$ cat config.mk
export PLATFORM = sky130hd
export DESIGN_NAME = multicycle_ctrl_flat
export DESIGN_NICKNAME = d
export VERILOG_FILES = /design/src/rtl/common_pkg.sv /design/src/rtl/multicycle_ctrl_if.sv /design/src/rtl/mem_wait_timer.sv /design/src/rtl/multicycle_ctrl.sv /design/src/flat_wrapper.sv
export SDC_FILE = /design/constraint.sdc
export NUM_CORES = 1
export LEC_CHECK = 0
export CORE_AREA = 5 5 55 47
export DETAILED_ROUTE_END_ITERATION = 7
export DIE_AREA = 0 0 60 52
export GPL_TIMING_DRIVEN = 0
export PLACE_DENSITY = 0.76
export SYNTH_ARGS = -nofsm -noshare
export SYNTH_HDL_FRONTEND = slang
export SYNTH_SLANG_ARGS = --single-unit
$ cat constraint.sdc
create_clock -name clk -period 1.8 [get_ports clk]
set_input_delay 0.18 -clock clk [delete_from_list [all_inputs] [get_ports clk]]
set_output_delay 0.18 -clock clk [all_outputs]
set_load 0.02 [all_outputs]
$ cat src/rtl/common_pkg.sv
// Shared types and constants for the multicycle controller: FSM states, opcode classes,
// opcode and ALU-op encodings, and the opcode classifier.
package common_pkg;

  typedef enum logic [2:0] {
    ST_FETCH  = 3'd0,
    ST_DECODE = 3'd1,
    ST_EXEC   = 3'd2,
    ST_MEM    = 3'd3,
    ST_WB     = 3'd4,
    ST_FAULT  = 3'd5
  } ctrl_state_t;

  typedef enum logic [1:0] {
    CLS_R   = 2'd0,
    CLS_LD  = 2'd1,
    CLS_ST  = 2'd2,
    CLS_BEQ = 2'd3
  } instr_class_t;

  typedef struct packed {
    logic         legal;
    instr_class_t cls;
  } decode_t;

  localparam logic [6:0] OP_RTYPE  = 7'b0110011;
  localparam logic [6:0] OP_LOAD   = 7'b0000011;
  localparam logic [6:0] OP_STORE  = 7'b0100011;
  localparam logic [6:0] OP_BRANCH = 7'b1100011;

  localparam logic [1:0] ALU_OP_ADD    = 2'b00;
  localparam logic [1:0] ALU_OP_BRANCH = 2'b01;
  localparam logic [1:0] ALU_OP_FUNCT  = 2'b10;

  function automatic decode_t decode_opcode(input logic [6:0] op);
    decode_t d;
    d.legal = 1'b1;
    d.cls   = CLS_R;
    case (op)
      OP_RTYPE:  d.cls = CLS_R;
      OP_LOAD:   d.cls = CLS_LD;
      OP_STORE:  d.cls = CLS_ST;
      OP_BRANCH: d.cls = CLS_BEQ;
      default:   d.legal = 1'b0;
    endcase
    return d;
  endfunction

endpackage

$ cat src/rtl/multicycle_ctrl_if.sv
// Controller <-> datapath/memory bundle. master = controller, slave = datapath side.
interface multicycle_ctrl_if;
  logic [6:0] opcode;
  logic       zero;
  logic       mem_ready;
  logic [1:0] ctrl_ALU_op;
  logic       ALU_src;
  logic       ir_write;
  logic       pc_write;
  logic       pc_branch;
  logic       mem_req;
  logic       mem_we;
  logic       reg_write;
  logic       mem_to_reg;
  logic       instr_done;
  logic       illegal_instr;

  modport master (
    input  opcode, zero, mem_ready,
    output ctrl_ALU_op, ALU_src, ir_write, pc_write, pc_branch, mem_req, mem_we,
           reg_write, mem_to_reg, instr_done, illegal_instr
  );

  modport slave (
    output opcode, zero, mem_ready,
    input  ctrl_ALU_op, ALU_src, ir_write, pc_write, pc_branch, mem_req, mem_we,
           reg_write, mem_to_reg, instr_done, illegal_instr
  );
endinterface

$ cat src/rtl/mem_wait_timer.sv
// Memory-wait watchdog: counts consecutive waiting cycles and flags the cycle in which the
// count, including the current cycle, reaches TIMEOUT_CYCLES.
module mem_wait_timer #(
  parameter int unsigned TIMEOUT_CYCLES = 16
) (
  input  logic clk,
  input  logic rst,
  input  logic waiting,
  output logic timeout
);

  localparam logic [7:0] LIMIT = 8'(TIMEOUT_CYCLES - 1);

  logic [7:0] count_q;
  logic [7:0] count_d;

  always_comb begin
    count_d = count_q;
    if (!waiting) begin
      count_d = 8'd0;
    end else if (count_q < LIMIT) begin
      count_d = count_q + 8'd1;
    end else begin
      count_d = count_q;
    end
  end

  always_ff @(posedge clk or posedge rst) begin
    if (rst) begin
      count_q <= 8'd0;
    end else begin
      count_q <= count_d;
    end
  end

  assign timeout = waiting && (count_q == LIMIT);

endmodule

$ cat src/rtl/multicycle_ctrl.sv
// Multicycle processor control FSM: FETCH/DECODE/EXEC/MEM/WB with a sticky FAULT state
// entered on an illegal opcode or a memory-wait timeout.
module multicycle_ctrl
  import common_pkg::*;
#(
  parameter int unsigned TIMEOUT_CYCLES = 16
) (
  input logic              clk,
  input logic              rst,
  multicycle_ctrl_if.master bus
);

  ctrl_state_t  state_q, state_d;
  instr_class_t cls_q, cls_d;
  decode_t      dec_s;
  logic         waiting_s;
  logic         timeout_s;

  logic [1:0] alu_op_s;
  logic       alu_src_s, ir_write_s, pc_write_s, pc_branch_s, mem_req_s, mem_we_s;
  logic       reg_write_s, mem_to_reg_s, instr_done_s, illegal_s;

  // Kept outside the FSM process so the watchdog path is not a combinational loop.
  assign waiting_s = ((state_q == ST_FETCH) || (state_q == ST_MEM)) && !bus.mem_ready;
  assign dec_s     = decode_opcode(bus.opcode);

  mem_wait_timer #(.TIMEOUT_CYCLES(TIMEOUT_CYCLES)) u_timer (
    .clk     (clk),
    .rst     (rst),
    .waiting (waiting_s),
    .timeout (timeout_s)
  );

  always_ff @(posedge clk or posedge rst) begin
    if (rst) begin
      state_q <= ST_FETCH;
      cls_q   <= CLS_R;
    end else begin
      state_q <= state_d;
      cls_q   <= cls_d;
    end
  end

  always_comb begin
    state_d      = state_q;
    cls_d        = cls_q;
    alu_op_s     = ALU_OP_ADD;
    alu_src_s    = 1'b0;
    ir_write_s   = 1'b0;
    pc_write_s   = 1'b0;
    pc_branch_s  = 1'b0;
    mem_req_s    = 1'b0;
    mem_we_s     = 1'b0;
    reg_write_s  = 1'b0;
    mem_to_reg_s = 1'b0;
    instr_done_s = 1'b0;
    illegal_s    = 1'b0;
    case (state_q)
      ST_FETCH: begin
        mem_req_s = 1'b1;
        if (bus.mem_ready) begin
          ir_write_s = 1'b1;
          pc_write_s = 1'b1;
          state_d    = ST_DECODE;
        end else if (timeout_s) begin
          state_d = ST_FAULT;
        end else begin
          state_d = ST_FETCH;
        end
      end
      ST_DECODE: begin
        cls_d = dec_s.cls;
        if (dec_s.legal) begin
          state_d = ST_EXEC;
        end else begin
          state_d = ST_FAULT;
        end
      end
      ST_EXEC: begin
        case (cls_q)
          CLS_R: begin
            alu_op_s = ALU_OP_FUNCT;
            state_d  = ST_WB;
          end
          CLS_LD, CLS_ST: begin
            alu_op_s  = ALU_OP_ADD;
            alu_src_s = 1'b1;
            state_d   = ST_MEM;
          end
          CLS_BEQ: begin
            alu_op_s     = ALU_OP_BRANCH;
            pc_branch_s  = 1'b1;
            pc_write_s   = bus.zero;
            instr_done_s = 1'b1;
            state_d      = ST_FETCH;
          end
          default: state_d = ST_FAULT;
        endcase
      end
      ST_MEM: begin
        mem_req_s = 1'b1;
        mem_we_s  = (cls_q == CLS_ST);
        if (bus.mem_ready) begin
          if (cls_q == CLS_LD) begin
            state_d = ST_WB;
          end else begin
            instr_done_s = 1'b1;
            state_d      = ST_FETCH;
          end
        end else if (timeout_s) begin
          state_d = ST_FAULT;
        end else begin
          state_d = ST_MEM;
        end
      end
      ST_WB: begin
        reg_write_s  = 1'b1;
        mem_to_reg_s = (cls_q == CLS_LD);
        instr_done_s = 1'b1;
        state_d      = ST_FETCH;
      end
      ST_FAULT: begin
        illegal_s = 1'b1;
        state_d   = ST_FAULT;
      end
      default: state_d = ST_FAULT;
    endcase
  end

  // Outputs are masked by rst so an asserted reset silences everything without a clock edge.
  assign bus.ctrl_ALU_op   = rst ? 2'b00 : alu_op_s;
  assign bus.ALU_src       = rst ? 1'b0  : alu_src_s;
  assign bus.ir_write      = rst ? 1'b0  : ir_write_s;
  assign bus.pc_write      = rst ? 1'b0  : pc_write_s;
  assign bus.pc_branch     = rst ? 1'b0  : pc_branch_s;
  assign bus.mem_req       = rst ? 1'b0  : mem_req_s;
  assign bus.mem_we        = rst ? 1'b0  : mem_we_s;
  assign bus.reg_write     = rst ? 1'b0  : reg_write_s;
  assign bus.mem_to_reg    = rst ? 1'b0  : mem_to_reg_s;
  assign bus.instr_done    = rst ? 1'b0  : instr_done_s;
  assign bus.illegal_instr = rst ? 1'b0  : illegal_s;

endmodule

$ cat src/flat_wrapper.sv
// flat-port wrapper written by rule: the top's interface ports become plain ports
module multicycle_ctrl_flat import common_pkg::*;
#(
  parameter int unsigned TIMEOUT_CYCLES = 16
)
  (clk, rst, bus_opcode, bus_zero, bus_mem_ready, bus_ctrl_ALU_op, bus_ALU_src, bus_ir_write, bus_pc_write, bus_pc_branch, bus_mem_req, bus_mem_we, bus_reg_write, bus_mem_to_reg, bus_instr_done, bus_illegal_instr);
  multicycle_ctrl_if bus_i ();
  input logic clk;
  input logic rst;
  input wire logic [$bits(bus_i.opcode)-1:0] bus_opcode;
  input wire logic [$bits(bus_i.zero)-1:0] bus_zero;
  input wire logic [$bits(bus_i.mem_ready)-1:0] bus_mem_ready;
  output wire logic [$bits(bus_i.ctrl_ALU_op)-1:0] bus_ctrl_ALU_op;
  output wire logic [$bits(bus_i.ALU_src)-1:0] bus_ALU_src;
  output wire logic [$bits(bus_i.ir_write)-1:0] bus_ir_write;
  output wire logic [$bits(bus_i.pc_write)-1:0] bus_pc_write;
  output wire logic [$bits(bus_i.pc_branch)-1:0] bus_pc_branch;
  output wire logic [$bits(bus_i.mem_req)-1:0] bus_mem_req;
  output wire logic [$bits(bus_i.mem_we)-1:0] bus_mem_we;
  output wire logic [$bits(bus_i.reg_write)-1:0] bus_reg_write;
  output wire logic [$bits(bus_i.mem_to_reg)-1:0] bus_mem_to_reg;
  output wire logic [$bits(bus_i.instr_done)-1:0] bus_instr_done;
  output wire logic [$bits(bus_i.illegal_instr)-1:0] bus_illegal_instr;
  assign bus_i.opcode = bus_opcode;
  assign bus_i.zero = bus_zero;
  assign bus_i.mem_ready = bus_mem_ready;
  assign bus_ctrl_ALU_op = bus_i.ctrl_ALU_op;
  assign bus_ALU_src = bus_i.ALU_src;
  assign bus_ir_write = bus_i.ir_write;
  assign bus_pc_write = bus_i.pc_write;
  assign bus_pc_branch = bus_i.pc_branch;
  assign bus_mem_req = bus_i.mem_req;
  assign bus_mem_we = bus_i.mem_we;
  assign bus_reg_write = bus_i.reg_write;
  assign bus_mem_to_reg = bus_i.mem_to_reg;
  assign bus_instr_done = bus_i.instr_done;
  assign bus_illegal_instr = bus_i.illegal_instr;
  multicycle_ctrl #(.TIMEOUT_CYCLES(TIMEOUT_CYCLES)) u_core (.clk(clk), .rst(rst), .bus(bus_i));
endmodule
### Word-level counts from Yosys, hierarchy flattened

Cells that the tools add are included.

| storage, ports and cells | value |
|---|---|
| flip-flop bits (word level) | 13 |
| output and inout bits | 12 |
| bits of input ports | 11 |

| operators by class | value |
|---|---|
| add/subtract/negate cells | 1 |
| mux-type cells | 41 |
| reduce and logical (&&, ||, !) cells | 9 |
| magnitude comparators | 1 |
| eq/ne operators | 14 |

Operators with widths:

| cell | number |
|---|---|
| 1-bit 2-to-1 mux | 25 |
| 3-bit 2-to-1 mux | 6 |
| 8-bit 2-to-1 mux | 2 |
| 3-bit case mux with 5 select lines | 1 |
| 7-bit by 6-bit == test with 1-bit output, second input constant | 2 |
| 2-bit case mux with 3 select lines | 2 |
| 3-bit case mux with 3 select lines | 1 |
| 8-bit by 1-bit adder with 8-bit output, second input constant | 1 |
| 8-bit by 4-bit == test with 1-bit output, second input constant | 1 |
| 8-bit by 4-bit < comparator with 1-bit output, second input constant | 1 |
| 7-bit by 2-bit == test with 1-bit output, second input constant | 1 |
| 7-bit == test, second input constant | 1 |
| 3-bit by 2-bit == test with 1-bit output, second input constant | 2 |
| 3-bit == test, second input constant | 2 |
| 2-bit == test, second input constant | 2 |
| 2-bit 2-to-1 mux | 2 |
| 2-bit OR reduction | 2 |
| 4-bit OR reduction | 1 |
| 3-bit by 1-bit == test with 1-bit output, second input constant | 1 |
| 3-bit logical NOT | 1 |
| 1-bit case mux with 3 select lines | 1 |
| 2-bit by 1-bit == test with 1-bit output, second input constant | 1 |
| 1-bit logical AND | 2 |
| 2-bit logical NOT | 1 |
| 4 further kinds | 4 |

### Depth between registers and ports, before layout

Gate-level depths: netlist (run 1).

| depth | value |
|---|---|
| depth after elaboration | 7 |
| depth in mapped cells | 6 |
| mapped depth without buffers | 6 |

### Hierarchy

From an unflattened synthesis (run 1), not the netlist that was laid out.

| unflattened totals | value |
|---|---|
| cells, all modules | 104 |
| area, all modules | 943.4 µm² |

By module, submodules not included:

| module | sequential area each (µm²) | cells each | times used | area an instance (µm²) |
|---|---|---|---|---|
| multicycle_ctrl | 125.1 | 69 | 1 | 546.8 |
| mem_wait_timer | 200.2 | 35 | 1 | 396.6 |

### Worst setup path before layout (run 1)

Ideal clock, no wire load.

| path | value |
|---|---|
| path type | register to output |
| start | register u_core.state_q[2] |
| end | output port bus_mem_to_reg |
| stages on the path, launching flop included | 5 |
| setup slack | 149 ps |
| data arrival time | 1471 ps |
| path through | dfrtp_1 -> buf_2 -> nand2_1 -> nor3_1 -> and2_1 |

| on the way | value |
|---|---|
| longest elaborated chain between the ends | 3 |

RTL lines:

| what | RTL line | source |
|---|---|---|
| start, declared | multicycle_ctrl.sv:13 | `ctrl_state_t state_q, state_d;` |
| start signal, assigned | multicycle_ctrl.sv:39 | `state_q <= state_d;` |
| 3-bit == test | multicycle_ctrl.sv:58 | `case (state_q)` |
| 1-bit 2-to-1 mux | multicycle_ctrl.sv:58 |  |
| 1-bit 2-to-1 mux | multicycle_ctrl.sv:139 | `assign bus.mem_to_reg = rst ? 1'b0 : mem_to_reg_s;` |
| end, declared | flat_wrapper.sv:21 | `output wire logic [$bits(bus_i.mem_to_reg)-1:0] bus_mem_to_reg;` |

Every way passes these cells.

### Worst setup path after layout (run 1)

| path | value |
|---|---|
| start | register u_core.state_q[0] |
| end | output port bus_pc_branch |

| on the way | value |
|---|---|
| longest elaborated chain between the ends | 3 |

RTL lines:

| what | RTL line | source |
|---|---|---|
| 3-bit by 2-bit == test with 1-bit output | multicycle_ctrl.sv:58 |  |
| 1-bit 2-to-1 mux | multicycle_ctrl.sv:58 |  |
| 1-bit 2-to-1 mux | multicycle_ctrl.sv:135 | `assign bus.pc_branch = rst ? 1'b0 : pc_branch_s;` |
| end, declared | flat_wrapper.sv:17 | `output wire logic [$bits(bus_i.pc_branch)-1:0] bus_pc_branch;` |

Every way passes these cells.

==> impl_metrics.ini, run 1 <==
[die]
floorplan.initialDensity_pct = 44.81
rows = 15
chipWidth_um = 60
fp.dieH_um = 52
core_um2 = 2027
pin_count = 23
dieArea_um2 = 3120

[synth]
yosys_warnings = 0
synth_seq_cells = 13
ys_seq_area_share_pct = 35.81
avgSynthCellArea_um2 = 9.269
synthArstFlopShare_pct = 100.0
synth_ff_type = dfrtp_1
synth_edf_count = 0
ys_types = 36
synthTopCellsByArea = dfrtp_1 (36%), ha_1 (6.9%), nor2_1 (4.1%), and2_1 (3.4%), and3_1 (3.4%)
yosysTopAreaCell = dfrtp_1
synth_nets = 114
synth_top_cell_area_share_pct = 35.81
syn_inst = 98
syn_area_um2 = 908.4

[detailed_routing]
wl_per_cell_um = 14.38
postRouteAntennaNets = 0
drc = 0
drt_wl_total_mm = 2.172
drt_iter0_drc = 16
detail_route.first_pass.iterations = 4
num_vias = 818
post_drt_via_cell_ratio = 5.417

[power]
p_per_area_nw_per_um2 = 684.1
p_leak_nw = 0.5716
vdd_ir_drop_max_mv = 0.5999

[cts]
clkLatencyLatePin_ps = 270
cts_tree = yes
cts_inserted_buffers = 3
cts_root_buf = clkbuf_4
cts.path.max_buffers = 2
clock_sinks = 13
postCtsHoldBufs = 0
clk_pin_slew_ps = 80
htreeDepth = 1

[timing]
clock_skew_ps = 4.642
fin_crit_ps = 1705
slew_viol_final = 0
timing.slew.headroom_pct = 64.58
fmax_ghz = 0.5864
hold_viol = 0
tightest_slew_ps = 517.9
fin_crit_sh_pct = 94.73
setup_viol = 0
rsz0062_at_grt = false

[placement]
port_buffers = 22
hpwl_mm = 1.659
globalplace.congestion = 0.8922
place_area_um2 = 1160

[cells_and_area]
final_util_pct = 58.89
final_common_cell = dfrtp_1
antennaDiodeCount = 0
layout-drive-gt1-share_pct = 22.22
nNetsFinal = 143
syn2layout_area_growth_pct = 31.40
fillCellCount = 188
final_cell_mix = dfrtp_1 (13), clkdlybuf4s50_1 (10), nor2_1 (9), inv_1 (6), dlygate4sd2_1 (6)
final_cell_area_um2 = 1194

[global_routing]
grt_use_total_pct = 16.05
grt_antenna_before_repair = 0
grt_pass1_wl_mm = 3.781
grt_pass1_vias = 760
gr-total-overflow = 0
grt_max_degree = 14

[critical_path]
endpoint = bus_pc_branch
crit_path_start_kind = register
rr_worst_depth = 5
startpoint = u_core.state_q[0]$_DFF_PP0_
critPathKind = register to primary output
r2r-start = u_core.state_q[2]$_DFF_PP0_
crit_fanout = 10
arrival_ps = 1530
rr_endpoint = u_core.state_q[2]$_DFF_PP0_
cp.required_ps = 1620
end_kind = primary output
regToRegSetupSlack_ps = 230

[run]
maxCapViolCount = 0

[status]
status = complete, no violations

[hold_path]
worstHoldPathType = input pin to async pin
worst min-delay path by stage:
| stage | endpoint | slack [ps] | depth (start not counted) | start |
|---|---|---|---|---|
| floorplan | u_core.cls_q[0]$_DFFE_PP0P_ | 70 | 1 | rst |
| global route | u_core.u_timer.count_q[1]$_DFFE_PP0P_ | 420 | 3 | rst |
| detailed placement | u_core.u_timer.count_q[7]$_DFFE_PP0P_ | 540 | 1 | u_core.u_timer.count_q[7]$_DFFE_PP0P_ |
| global placement | u_core.u_timer.count_q[1]$_DFFE_PP0P_ | 530 | 2 | u_core.u_timer.count_q[1]$_DFFE_PP0P_ |
| finish | u_core.state_q[1]$_DFF_PP0_ | 410 | 3 | rst |
| CTS | u_core.state_q[1]$_DFF_PP0_ | 380 | 3 | rst |
state kept, by name, summed over array words and instances, names as in the netlist:
register	flops
u_core.cls_q	2
u_core.u_timer.count_q	8
u_core.state_q	3
cell usage after synthesis (2+ instances only):
library cell	n
dfrtp_1	13
nor2_1	10
inv_1	7
a21oi_1	5
and2_1	5
and3_1	5
ha_1	5
nand2_1	5
nand3_1	5
nor3_1	5
o21ai_0	3
buf_6	2
nand2b_1	2
nand2b_4	2
nor2b_1	2
xor2_1	2
where the power goes:
part / total (mW) / internal (mW) / switching [mW]
Sequential: 0.340 / 0.318 / 0.0217
Combinational: 0.302 / 0.126 / 0.176
Clock: 0.174 / 0.0824 / 0.0921
Total: 0.817 / 0.527 / 0.289
layout make-up:
cell class / instances / area, µm² / area share [%]
multi-input combinational: 74 / 531.8 / 44.55
timing repair buffer: 25 / 217.7 / 18.24
inverter: 7 / 30.03 / 2.516
buffer: 3 / 30.03 / 2.516
tap: 25 / 31.28 / 2.621
clock inverter: 1 / 5.005 / 0.4193
sequential: 13 / 325.3 / 27.25
clock buffer: 3 / 22.52 / 1.887
layer usage:
| metal | global-route usage, % | wire (µm) | vias up |
|---|---|---|---|
| met3 | 4.467 | 167 | 2 |
| met4 | 3.690 | 7 | 0 |
| met2 | 23.20 | 949 | 33 |
| li1 | - | - | 401 |
| met5 | 0 | 0 | - |
| met1 | 23.43 | 1048 | 382 |
critical path, stage by stage (launching register included):
cell           delay [ps]
dfrtp_1               380
buf_6                 150
nor2b_4               160
and3_1                220
dlygate4sd2_1         350
metrics by stage:
step	std cells	TNS [ps]	power (mW)	worst slack, ps	hold WS (ps)
final	151	0	0.8165	94.79	409.4
after global routing	151	0	0.8722	6.630	415.5
after CTS	152	0	0.8196	2.208	376.8
after detailed placement	145	-2421	0.6294	-566.6	540.0
after global placement	145	-2245	0.6162	-524.5	527.7
after floorplan	98	0	0.5222	149.3	65.15
cells by family after synthesis:
kind of cell | count (synthesis) | synth area share, %
compound gates | 16 | 12.53
xor+xnor | 2 | 1.929
fa+ha+maj | 5 | 6.887
buf+inv | 11 | 6.749
flops | 13 | 35.81
simple gates | 51 | 36.09
timing repair:
item,in CTS,in global routing
buffers inserted,3,0
endpoints found under the hold margin,0,0
endpoints found under the setup margin,12,7
pin swaps,0,1
resized for setup,24,11
(Power assumes the default switching activity.)
==> run 2, diff against run 1 <==
CORE_AREA = 2 2 52 44   (was 5 5 55 47)
DIE_AREA = 0 0 54 46   (was 0 0 60 52)
==> run 2 against run 1 <==
Against the previous run: register-to-register slack improved by 80 ps; die area is 20% lower; maximum frequency fell by 1.4%; total power fell by 0.98%; critical endpoint is now bus_instr_done; first-iteration DRC count fell by 44%; non-clock buffer count unchanged; worst setup slack worse by 24 ps; combinational power decreased by 6%; critical path depth up 2; largest power group unchanged; largest cell class unchanged; final area is 1.7% lower; final cell count is the same.
==> impl_metrics.ini, run 2 (synthesized netlist as in run 1, its figures left out) <==
[status]
status = complete, no violations

[detailed_routing]
post_drt_via_cell_ratio = 5.285
wl_met2_um = 963
num_vias = 798
postRouteAntennaNets = 0
drt_wl_total_mm = 2.032
detail_route.first_pass.iterations = 4
route.met3.wl_um = 106
wl_per_cell_um = 13.46
met1_length_um = 954
drt_iter0_drc = 9
top_layer = met4
drc = 0

[cells_and_area]
reg_top3 = u_core.u_timer.count_q x8, u_core.state_q x3, u_core.cls_q x2
nNetsFinal = 143
final_common_cell = dfrtp_1
fillCellCount = 192
syn2layout_area_growth_pct = 29.20
final_util_pct = 57.90
layout-drive-gt1-share_pct = 20.63
top_register = u_core.u_timer.count_q
largest_register_ffs = 8
final_cell_mix = dfrtp_1 (13), clkdlybuf4s50_1 (10), nor2_1 (9), inv_1 (6), dlygate4sd2_1 (6)
antennaDiodeCount = 0

[critical_path]
critPathSlowestCell = dfrtp_1
cp_slowest_stage_delay_ps = 430
critical_path.cell_chain = buf_4 > and2b_1 > a21oi_1 > a2bb2oi_1 > nor2_1 > buf_2
cp.required_ps = 1620
critPathKind = register to primary output
arrival_ps = 1550
crit_path_start_kind = register
crit_fanout = 10
end_kind = primary output

[cts]
cts_root_buf = clkbuf_4
clock_sinks = 13
cts.path.max_buffers = 2
cts_inserted_buffers = 3
clk_pin_slew_ps = 80
postCtsHoldBufs = 0
htreeDepth = 1
cts_tree = yes
clkLatencyLatePin_ps = 280

[timing]
timing.slew.headroom_pct = 66.42
setup_viol = 0
tightest_slew_ps = 499.9
fin_crit_sh_pct = 96.09
fin_crit_ps = 1730
slew_viol_final = 0
hold_viol = 0
rsz0062_at_grt = false
fmax_ghz = 0.5782
clock_skew_ps = 2.771
whs_ps = 375.3

[global_routing]
grt_use_total_pct = 18.56
grt_pass1_vias = 779
grt_antenna_before_repair = 0
grt_pass1_wl_mm = 3.325
gr-total-overflow = 0
grt_max_degree = 14

[hold_path]
worstHoldPathType = input pin to async pin

[die]
rows = 15
fp.dieH_um = 46
core_um2 = 2027
floorplan.initialDensity_pct = 44.81
dieArea_um2 = 2484
chipWidth_um = 54
pin_count = 23

[power]
p_per_area_nw_per_um2 = 688.9
vdd_ir_drop_max_mv = 0.4140
pwr-share-clk_pct = 22.8
pwr-share-seq_pct = 42.1
combPwrFrac_pct = 35.1
internal_power_uw = 520.0
p_leak_nw = 0.5725
switching_share_pct = 35.69
p_switching_uw = 288.5

[placement]
hpwl_mm = 1.533
port_buffers = 22
globalplace.congestion = 0.9416

[run]
maxCapViolCount = 0
run 2: metrics by stage:
| stage | area [µm²] | cells | setup TNS (ps) | setup slack, ps | total power [mW] |
|---|---|---|---|---|---|
| 2_1_floorplan | 908.4 | 98 | 0 | 149.3 | 0.5222 |
| 3_3_place_gp | 1160 | 145 | -2226 | -524.5 | 0.6102 |
| 3_5_place_dp | 1160 | 145 | -2404 | -551.7 | 0.6225 |
| 4_1_cts | 1195 | 151 | 0 | 10.24 | 0.8117 |
| 5_1_grt | 1174 | 151 | 0 | 19.15 | 0.8612 |
| 6_report | 1174 | 151 | 0 | 70.39 | 0.8086 |
run 2: what timing repair did:
action	in CTS	in global routing
endpoints found under the hold margin	0	0
resized for setup	20	10
gates cloned	0	0
endpoints found under the setup margin	12	5
setup buffers	2	0
pin swaps	0	0
run 2: area by class of cell:
class | count | area [µm²] | area share [%]
tap | 25 | 31.28 | 2.665
clock buffer | 3 | 22.52 | 1.919
multi-input combinational | 74 | 524.3 | 44.67
buffer | 4 | 37.54 | 3.198
clock inverter | 1 | 5.005 | 0.4264
sequential | 13 | 325.3 | 27.72
inverter | 7 | 30.03 | 2.559
timing repair buffer | 24 | 197.7 | 16.84
run 2: power groups by stage:
stage,combinational [mW],clock [mW],sequential (mW)
6_report,0.284,0.184,0.341
5_1_grt,0.318,0.200,0.343
4_1_cts,0.281,0.190,0.340
3_5_place_dp,0.276,0,0.347
3_3_place_gp,0.266,0,0.344
2_1_floorplan,0.180,0,0.342
run 2: worst paths after layout:
path	startpoint	endpoint	slack (ps)	cells past startpoint
max in group asynchronous	rst	u_core.u_timer.count_q[5]$_DFFE_PP0P_	1270	3
hold / removal	rst	u_core.state_q[1]$_DFF_PP0_	380	3
hold reg to reg	u_core.u_timer.count_q[1]$_DFFE_PP0P_	u_core.u_timer.count_q[1]$_DFFE_PP0P_	540	2
setup / recovery	u_core.state_q[2]$_DFF_PP0_	bus_instr_done	70	6
min in group clk	u_core.u_timer.count_q[1]$_DFFE_PP0P_	u_core.u_timer.count_q[1]$_DFFE_PP0P_	540	2
setup reg to reg	u_core.state_q[1]$_DFF_PP0_	u_core.state_q[2]$_DFF_PP0_	310	5
run 2: routing by layer:
layer	GRT usage (%)	vias to the layer above
met5	0	-
li1	-	402
met4	4.500	0
met2	30.73	20
met3	4.605	2
met1	24.39	374
run 2: critical path, delay by kind of cell, from the launching register on:
kind | cells | cell delay (ps)
buf+inv | 2 | 350
simple gates | 2 | 210
compound gates | 2 | 280
flops | 1 | 430
